--- config.mk ---
export PLATFORM = sky130hd
export DESIGN_NAME = ysyx_bus_arb
export DESIGN_NICKNAME = d
export VERILOG_FILES = /design/src/rtl/ysyx_bus_arb_pkg.sv /design/src/rtl/ysyx_bus_arb_rr2.sv /design/src/rtl/ysyx_bus_arb.sv
export SDC_FILE = /design/constraint.sdc
export NUM_CORES = 1
export LEC_CHECK = 0
export CAP_MARGIN = 20
export CORE_AREA = 2 2 141 143
export DETAILED_ROUTE_END_ITERATION = 16
export DIE_AREA = 0 0 143 145
export PLACE_DENSITY = 0.62
export RECOVER_POWER = 100
export SYNTH_ARGS = -nofsm -noshare
export SYNTH_HDL_FRONTEND = slang
export SYNTH_SLANG_ARGS = --single-unit
--- constraint.sdc ---
create_clock -name clk -period 1.7 [get_ports clk]
set_input_delay 0.425 -clock clk [delete_from_list [all_inputs] [get_ports clk]]
set_output_delay 0.425 -clock clk [all_outputs]
set_load 0.01 [all_outputs]
--- src/rtl/ysyx_bus_arb_pkg.sv ---
// Shared encodings for the two-master bus arbiter: FSM states, owner ids
// and AXI response codes.
package ysyx_bus_arb_pkg;

    typedef enum logic [2:0] {
        ysyx_ARB_IDLE    = 3'd0,
        ysyx_ARB_RD_ADDR = 3'd1,
        ysyx_ARB_RD_DATA = 3'd2,
        ysyx_ARB_WR_REQ  = 3'd3,
        ysyx_ARB_WR_RESP = 3'd4
    } arb_state_t;

    localparam logic ysyx_ARB_OWN_IFU = 1'b0;
    localparam logic ysyx_ARB_OWN_LSU = 1'b1;

    localparam logic [1:0] ysyx_RESP_OKAY   = 2'b00;
    localparam logic [1:0] ysyx_RESP_SLVERR = 2'b10;

endpackage

--- src/rtl/ysyx_bus_arb_rr2.sv ---
// Two-way round-robin picker: req[0]=IFU, req[1]=LSU. On a tie the side
// that did not win last time is granted. Purely combinational.
module ysyx_rr_arb2
    import ysyx_bus_arb_pkg::*;
(
    input  logic [1:0] req,
    input  logic       last,
    output logic [1:0] gnt,
    output logic       last_nxt
);

    always_comb begin
        gnt = 2'b00;
        case (req)
            2'b01:   gnt = 2'b01;
            2'b10:   gnt = 2'b10;
            2'b11:   gnt = (last == ysyx_ARB_OWN_LSU) ? 2'b01 : 2'b10;
            default: gnt = 2'b00;
        endcase
        last_nxt = last;
        if (gnt[0])
            last_nxt = ysyx_ARB_OWN_IFU;
        else if (gnt[1])
            last_nxt = ysyx_ARB_OWN_LSU;
    end

endmodule

--- src/rtl/ysyx_bus_arb.sv ---
// IFU/LSU to single AXI4-Lite port arbiter. One transaction outstanding;
// request is latched at grant and the bus phases are sequenced by the FSM.
module ysyx_bus_arb
    import ysyx_bus_arb_pkg::*;
#(
    parameter int ADDR_W = 32,
    parameter int DATA_W = 32
) (
    input  logic              clk,
    input  logic              rst,
    input  logic [ADDR_W-1:0] ifu_araddr,
    input  logic              ifu_arvalid,
    output logic [DATA_W-1:0] ifu_rdata,
    output logic              ifu_rvalid,
    input  logic [ADDR_W-1:0] lsu_araddr,
    input  logic              lsu_arvalid,
    input  logic [7:0]        lsu_rstrb,
    output logic [DATA_W-1:0] lsu_rdata,
    output logic              lsu_rvalid,
    input  logic [ADDR_W-1:0] lsu_awaddr,
    input  logic              lsu_awvalid,
    input  logic [DATA_W-1:0] lsu_wdata,
    input  logic [7:0]        lsu_wstrb,
    output logic              lsu_wready,
    output logic [ADDR_W-1:0] m_araddr,
    output logic              m_arvalid,
    input  logic              m_arready,
    input  logic [DATA_W-1:0] m_rdata,
    input  logic [1:0]        m_rresp,
    input  logic              m_rvalid,
    output logic              m_rready,
    output logic [ADDR_W-1:0] m_awaddr,
    output logic              m_awvalid,
    input  logic              m_awready,
    output logic [DATA_W-1:0] m_wdata,
    output logic [3:0]        m_wstrb,
    output logic              m_wvalid,
    input  logic              m_wready,
    input  logic [1:0]        m_bresp,
    input  logic              m_bvalid,
    output logic              m_bready,
    output logic              bus_err
);

    arb_state_t        state, state_nxt;
    logic              owner_q, last_q, last_nxt;
    logic [1:0]        gnt;
    logic [ADDR_W-1:0] addr_q;
    logic [DATA_W-1:0] wdata_q;
    logic [3:0]        wstrb_q;
    logic [7:0]        rstrb_q;
    logic              aw_done, w_done;
    logic              grant;

    ysyx_rr_arb2 u_rr (
        .req      ({lsu_awvalid | lsu_arvalid, ifu_arvalid}),
        .last     (last_q),
        .gnt      (gnt),
        .last_nxt (last_nxt)
    );

    assign grant = (state == ysyx_ARB_IDLE) && (gnt != 2'b00);

    always_comb begin
        state_nxt  = state;
        m_arvalid  = 1'b0;
        m_rready   = 1'b0;
        m_awvalid  = 1'b0;
        m_wvalid   = 1'b0;
        m_bready   = 1'b0;
        ifu_rvalid = 1'b0;
        lsu_rvalid = 1'b0;
        lsu_wready = 1'b0;
        bus_err    = 1'b0;
        case (state)
            ysyx_ARB_IDLE: begin
                // A simultaneous LSU write and read resolves to the write.
                if (gnt[0])
                    state_nxt = ysyx_ARB_RD_ADDR;
                else if (gnt[1])
                    state_nxt = lsu_awvalid ? ysyx_ARB_WR_REQ : ysyx_ARB_RD_ADDR;
            end
            ysyx_ARB_RD_ADDR: begin
                m_arvalid = 1'b1;
                if (m_arready)
                    state_nxt = ysyx_ARB_RD_DATA;
            end
            ysyx_ARB_RD_DATA: begin
                m_rready = 1'b1;
                if (m_rvalid) begin
                    ifu_rvalid = (owner_q == ysyx_ARB_OWN_IFU);
                    lsu_rvalid = (owner_q == ysyx_ARB_OWN_LSU);
                    bus_err    = (m_rresp != ysyx_RESP_OKAY);
                    state_nxt  = ysyx_ARB_IDLE;
                end
            end
            ysyx_ARB_WR_REQ: begin
                m_awvalid = !aw_done;
                m_wvalid  = !w_done;
                if ((aw_done || m_awready) && (w_done || m_wready))
                    state_nxt = ysyx_ARB_WR_RESP;
            end
            ysyx_ARB_WR_RESP: begin
                m_bready = 1'b1;
                if (m_bvalid) begin
                    lsu_wready = 1'b1;
                    bus_err    = (m_bresp != ysyx_RESP_OKAY);
                    state_nxt  = ysyx_ARB_IDLE;
                end
            end
            default: state_nxt = ysyx_ARB_IDLE;
        endcase
    end

    always_ff @(posedge clk) begin
        if (rst)
            state <= ysyx_ARB_IDLE;
        else
            state <= state_nxt;
    end

    always_ff @(posedge clk) begin
        if (rst) begin
            owner_q <= ysyx_ARB_OWN_IFU;
            last_q  <= ysyx_ARB_OWN_LSU;
            addr_q  <= '0;
            wdata_q <= '0;
            wstrb_q <= '0;
            rstrb_q <= '0;
            aw_done <= 1'b0;
            w_done  <= 1'b0;
        end else if (grant) begin
            owner_q <= gnt[1] ? ysyx_ARB_OWN_LSU : ysyx_ARB_OWN_IFU;
            last_q  <= last_nxt;
            addr_q  <= gnt[0] ? ifu_araddr : (lsu_awvalid ? lsu_awaddr : lsu_araddr);
            wdata_q <= lsu_wdata;
            wstrb_q <= lsu_wstrb[3:0];
            rstrb_q <= lsu_rstrb;
            aw_done <= 1'b0;
            w_done  <= 1'b0;
        end else if (state == ysyx_ARB_WR_REQ) begin
            if (m_awvalid && m_awready) aw_done <= 1'b1;
            if (m_wvalid && m_wready)   w_done  <= 1'b1;
        end
    end

    assign ifu_rdata = m_rdata;
    assign lsu_rdata = m_rdata;
    assign m_araddr  = addr_q;
    assign m_awaddr  = addr_q;
    assign m_wdata   = wdata_q;
    assign m_wstrb   = wstrb_q;

    // Read strobe is kept for debug visibility only; upper write strobes are ignored.
    logic unused_bits;
    assign unused_bits = ^{rstrb_q, lsu_wstrb[7:4]};

endmodule

* Yosys cells after proc, flatten, opt, wreduce, memory -nomap -nowiden
Index checks and enable logic that the tools add are counted.
** Storage, ports and cells
- Input port bits :: 190
- Bits in latches :: 0
- Memories :: 0
- Word-level logic and storage cells :: 68
- Memory bits (read-only) :: 0
- Bits in writable memories :: 0
- Bits in registers :: 75
** Cells by class
- Add/sub/neg operators :: 0
- Eq/ne operators :: 12
- Reductions and logical operators :: 17
- Bitwise logic cells :: 2
- $lt $le $gt $ge :: 0
- Multiplexer cells :: 29
- Shifts and indexed selects :: 0
- Div/mod/pow operators :: 0
- $mul :: 0
** Operators by type and width (count)
- $mux 32 :: 2
- $mux 3 :: 6
- $mux 1 :: 16
- $pmux 3 s5 :: 1
- $ne 2x2->1 const B :: 4
- $eq 3x2->1 const B :: 2
- $pmux 2 s3 :: 1
- $reduce_and 2->1 :: 3
- $reduce_bool 2->1 :: 3
- $reduce_and 5->1 :: 1
- $eq 2x2->1 const B :: 2
- $logic_and 1x1->1 :: 4
- $mux 2 :: 2
- $eq 3x1->1 const B :: 1
- $eq 3x3->1 const B :: 1
- $logic_not 3->1 :: 1
- $ne 3x3->1 const B :: 1
- $eq 2x1->1 const B :: 1
- $logic_not 1->1 :: 2
- $logic_or 1x1->1 :: 2
- $pmux 1 s2 :: 1
- $reduce_or 2->1 :: 1
- $not 1->1 :: 1
- $or 1x1->1 :: 1

* Logic depth before layout (Yosys ltp)
- Word-level depth :: 6
- Depth in mapped cells :: 8

* Hierarchy
From an unflattened synthesis, not the netlist that was laid out.
** Second synthesis, totals
- Cell total of the unflattened synthesis :: 523
- Area total of the unflattened synthesis :: 4205.3 um2
** Modules (own cells, without submodules)
- ysyx_bus_arb :: area each 4176.5 um2, cells an instance 518, times used 1, sequential area each 1501.4 um2
- ysyx_rr_arb2 :: area each 28.8 um2, cells an instance 5, times used 1, sequential area each 0.0 um2

* Worst setup path after synthesis
No wires, ideal clock.
- Path kind :: flip-flop to output port
- From :: register state[2]
- To :: output bus_err
- Slack :: -0.066 ns
- Cell stages (with the launch flop) :: 5
- Buffers on the path :: 0
- Required time :: 1.275 ns
- Arrival :: 1.341 ns
- Path through :: dfxtp_1 nor3b_1 and2_1 o21ai_0 o21ai_1
** On the way
- Longest elaborated chain between the ends :: 2
- Elaborated cells between the ends (all ways) :: 3
- Classes of those cells :: eq/ne (2); mux (1)
** Ends and longest elaborated chain
- start: declaration :: RTL line ysyx_bus_arb.sv:45 : arb_state_t state, state_nxt;
- start signal: assignment :: RTL line ysyx_bus_arb.sv:117 : state <= ysyx_ARB_IDLE;
- start signal: assignment :: RTL line ysyx_bus_arb.sv:119 : state <= state_nxt;
- $eq 3x3->1 or $eq 3x2->1 (tied branches) :: RTL line ysyx_bus_arb.sv:75 : case (state)
- $pmux 1 s2 * :: RTL line ysyx_bus_arb.sv:75
- end: declaration :: RTL line ysyx_bus_arb.sv:42 : output logic bus_err
Mark *: on every way between the ends. The rest lies on a longest branch, timed or not.

* Worst setup path after layout
- From :: register state[0]
- To :: output bus_err
Same word-level chain as after synthesis.

==> impl_results.md <==
* TNS Setup at -0.896 ns
* Total power at between 0.01 and 0.015 W
* CP startpoint kind: flop
* Final wirelength at roughly 15 mm
* Initial Util at a little under a quarter
* Std-Cell Rows at just over 50
* Final period util at 104%
* Highest clock rate at between 0.5 and 0.6 GHz
* Width of the die at around 140 um
* Overall Global Routing Usage at between 10% and 20%
* Initial detailed-routing violation count at between 100 and 150
* Max Cap Viol at 0
* Number of global-route vias before repair at roughly 4000
* Synth Warn # at 0
* Share of cells above drive strength 1 at 21.8%
* Vias per cell at roughly 4.3
* First-pass GRT wire length at between 20 and 25 mm
* Syn Inst Count at about 530
* Status: complete, but fails checks
* Max clock buf depth at 2
* Post-DRT Antenna Nets at 0
* Tightest Pin Transition at between 0.6 and 0.7 ns
* Clock skew at between 0.008 and 0.009 ns
* TritonCTS buffer count at 9
* Finished Layout Cells at approximately 960
* GR Overflow Total at 0
* Post-DP HPWL at around 11 mm
* Pwr Density at about 1500 nW/um^2
* Post-Synthesis Cell Area at roughly 4500 sq um
* Total number of vias at 4134
* Critical path arrival at about 1.4 ns
* Area Growth Syn to Fin at 57.7%
* # DRC at 0
* Clock Latency Late Sink at approximately 0.34 ns
* Most frequent cells in the layout: clkdlybuf4s50_1, nand2_1, dfxtp_1, a21oi_2, clkdlybuf4s25_1
* CTS tree: done
* Failing checks: negative setup slack
* Post-synth net total at about 700
* I/O Pins at approximately 360
* Fin Hold WS at 0.386 ns
* Worst EP required at 1.27 ns
* Port-buffer cells at between 200 and 300
* Drt pass-1 iters at 4
* Worst Setup End Kind: output port
* VDD IR max at a little under 0.0009 V
* Placed Area at 6770 sq um
* FF+latch count, synth at 75
* Finished Cell Area at 7140 sq um
* Leakage at between 2 and 3 nW
* Core area at a little under 20000 sq um
* Number of clock sinks at 75
* Root buffer cell: clkbuf_16
* Initial antenna violation count at 0
* Final WS setup at -0.0724 ns
* Final Hold Violating Endpoints at 0
* Post-Syn Area per Cell at 8.61 sq um
* Die area at approximately 21000 sq um
* RSZ-0062 raised after global routing: yes
* Worst-path clk slew at around 0.070 ns
* # hold bufs at CTS at 0
* Final Max Tran Viols at 0
* Placed cell count at between 900 and 1000
* Sequential element share of the synthesized area at roughly a third
* Commonest non-fill, non-tap cell in the layout: clkdlybuf4s50_1
* Hold WC Path Type: in -> reg
* Netlist cell types at 37
* Fin crit period at ~1.8 ns
* Wirelength per Cell at roughly 15 um
* Nets at about 900
* Antenna cells at 0
* GP Congestion at approximately 0.76
* Final setup violation count at 35
* Die height at approximately 150 um
* Largest net degree at the start of global routing at 45
* Slew Limit Headroom at between 50 and 60%
* # H-tree levels at 3
* Max FO, Critical Path at 3
* CP Class: reg -> out
registers in the layout, summed over array words and instances (netlist names):
| register | cells |
|---|---|
| m_araddr | 32 |
| m_wdata | 32 |
| m_wstrb | 4 |
| state | 3 |
| aw_done | 1 |
| last_q | 1 |
| owner_q | 1 |
| w_done | 1 |
where the power goes:
part | leakage (nW) | switching [W] | total, W | internal, W
sequential | 0.620 | 0.000428 | 0.00279 | 0.00236
combinational | 2.02 | 0.00290 | 0.00577 | 0.00287
clock | 0.148 | 0.000789 | 0.00201 | 0.00122
total | 2.79 | 0.00412 | 0.0106 | 0.00645
worst max-delay path: stages (launching register included):
cell and delay [ns]:
dfxtp_2 0.35, nor3b_4 0.23, and2_1 0.16, o21ai_1 0.07, o21ai_2 0.06, buf_2 0.14
metrics by stage:
step / setup WS [ns] / util [%]
after CTS: -0.104 / 36.8
after floorplan: 0.0904 / -
after global placement: -0.475 / 35.2
final: -0.0724 / 37.2
after detailed placement: -0.472 / 35.2
after global routing: -0.169 / 37.2
metal layers:
metal	routed length (um)	track usage, %	vias up
met2	7590	24.4	148
li1	-	-	2016
met5	0	0	-
met4	442	5.40	0
met1	5930	15.5	1927
met3	832	3.56	43
cell usage after synthesis:
library cell	n	share of area, %
o21ai_1	1	0.11
nand4_1	1	0.14
nor3_1	2	0.22
a21oi_2	39	7.5
nor3b_1	1	0.17
o2bb2ai_1	1	0.19
nand3_1	1	0.11
a21oi_1	34	3.8
nand2_1	99	8.2
nand3b_1	1	0.17
o211ai_1	2	0.33
o21ai_0	34	3.8
o21ba_1	1	0.22
a211o_1	1	0.19
or4_1	1	0.17
buf_6	6	1.5
buf_1	1	0.083
dfxtp_1	75	33
o32a_1	1	0.22
o22ai_1	1	0.14
nor2_1	7	0.58
and3_1	1	0.14
o211ai_2	30	8.3
and2_1	1	0.14
or2_2	1	0.14
buf_2	13	1.4
nor3_4	2	0.72
nand2b_1	6	0.83
mux2i_1	33	7.3
clkbuf_1	13	1.1
nor2b_1	2	0.28
nand2_2	9	1.2
nand2b_4	1	0.30
buf_4	101	17
a22oi_1	1	0.17
inv_1	1	0.083
and3b_1	1	0.19
area by class of cell:
cell class / count / area (sq um)
Multi-Input combinational cell: 316 / 2130
Fill cell: 1978 / 12100
Clock buffer: 11 / 253
Tap cell: 265 / 332
Clock inverter: 5 / 58.8
Timing Repair Buffer: 286 / 2860
Inverter: 1 / 3.75
Sequential cell: 75 / 1510
what timing repair did:
action | 4_1_cts | 5_1_grt
resized for setup | 80 | 49
pin swaps | 5 | 4
gates cloned | 0 | 1
setup endpoints to repair | 46 | 59
buffers inserted | 2 | 6
kinds of logic after synthesis:
family | Yosys count | synth area share, %
AO/OA/AOI/OAI | 146 | 24.9
buffers and inverters | 135 | 20.9
flip-flops | 75 | 33.1
multiplexers | 33 | 7.29
AND/OR/NAND/NOR | 137 | 13.7
path summary, 6_finish.rpt:
| check | start | to | slack, ns | cells after the start |
|---|---|---|---|---|
| setup / recovery | state[0] | bus_err | -0.07 | 5 |
| setup reg to reg | state[1] | m_araddr[23] | -0.05 | 6 |
| hold / removal | rst | state[1] | 0.39 | 3 |
| hold reg to reg | m_wdata[22] | m_wdata[22] | 0.45 | 2 |
(Power assumes the default switching activity.)
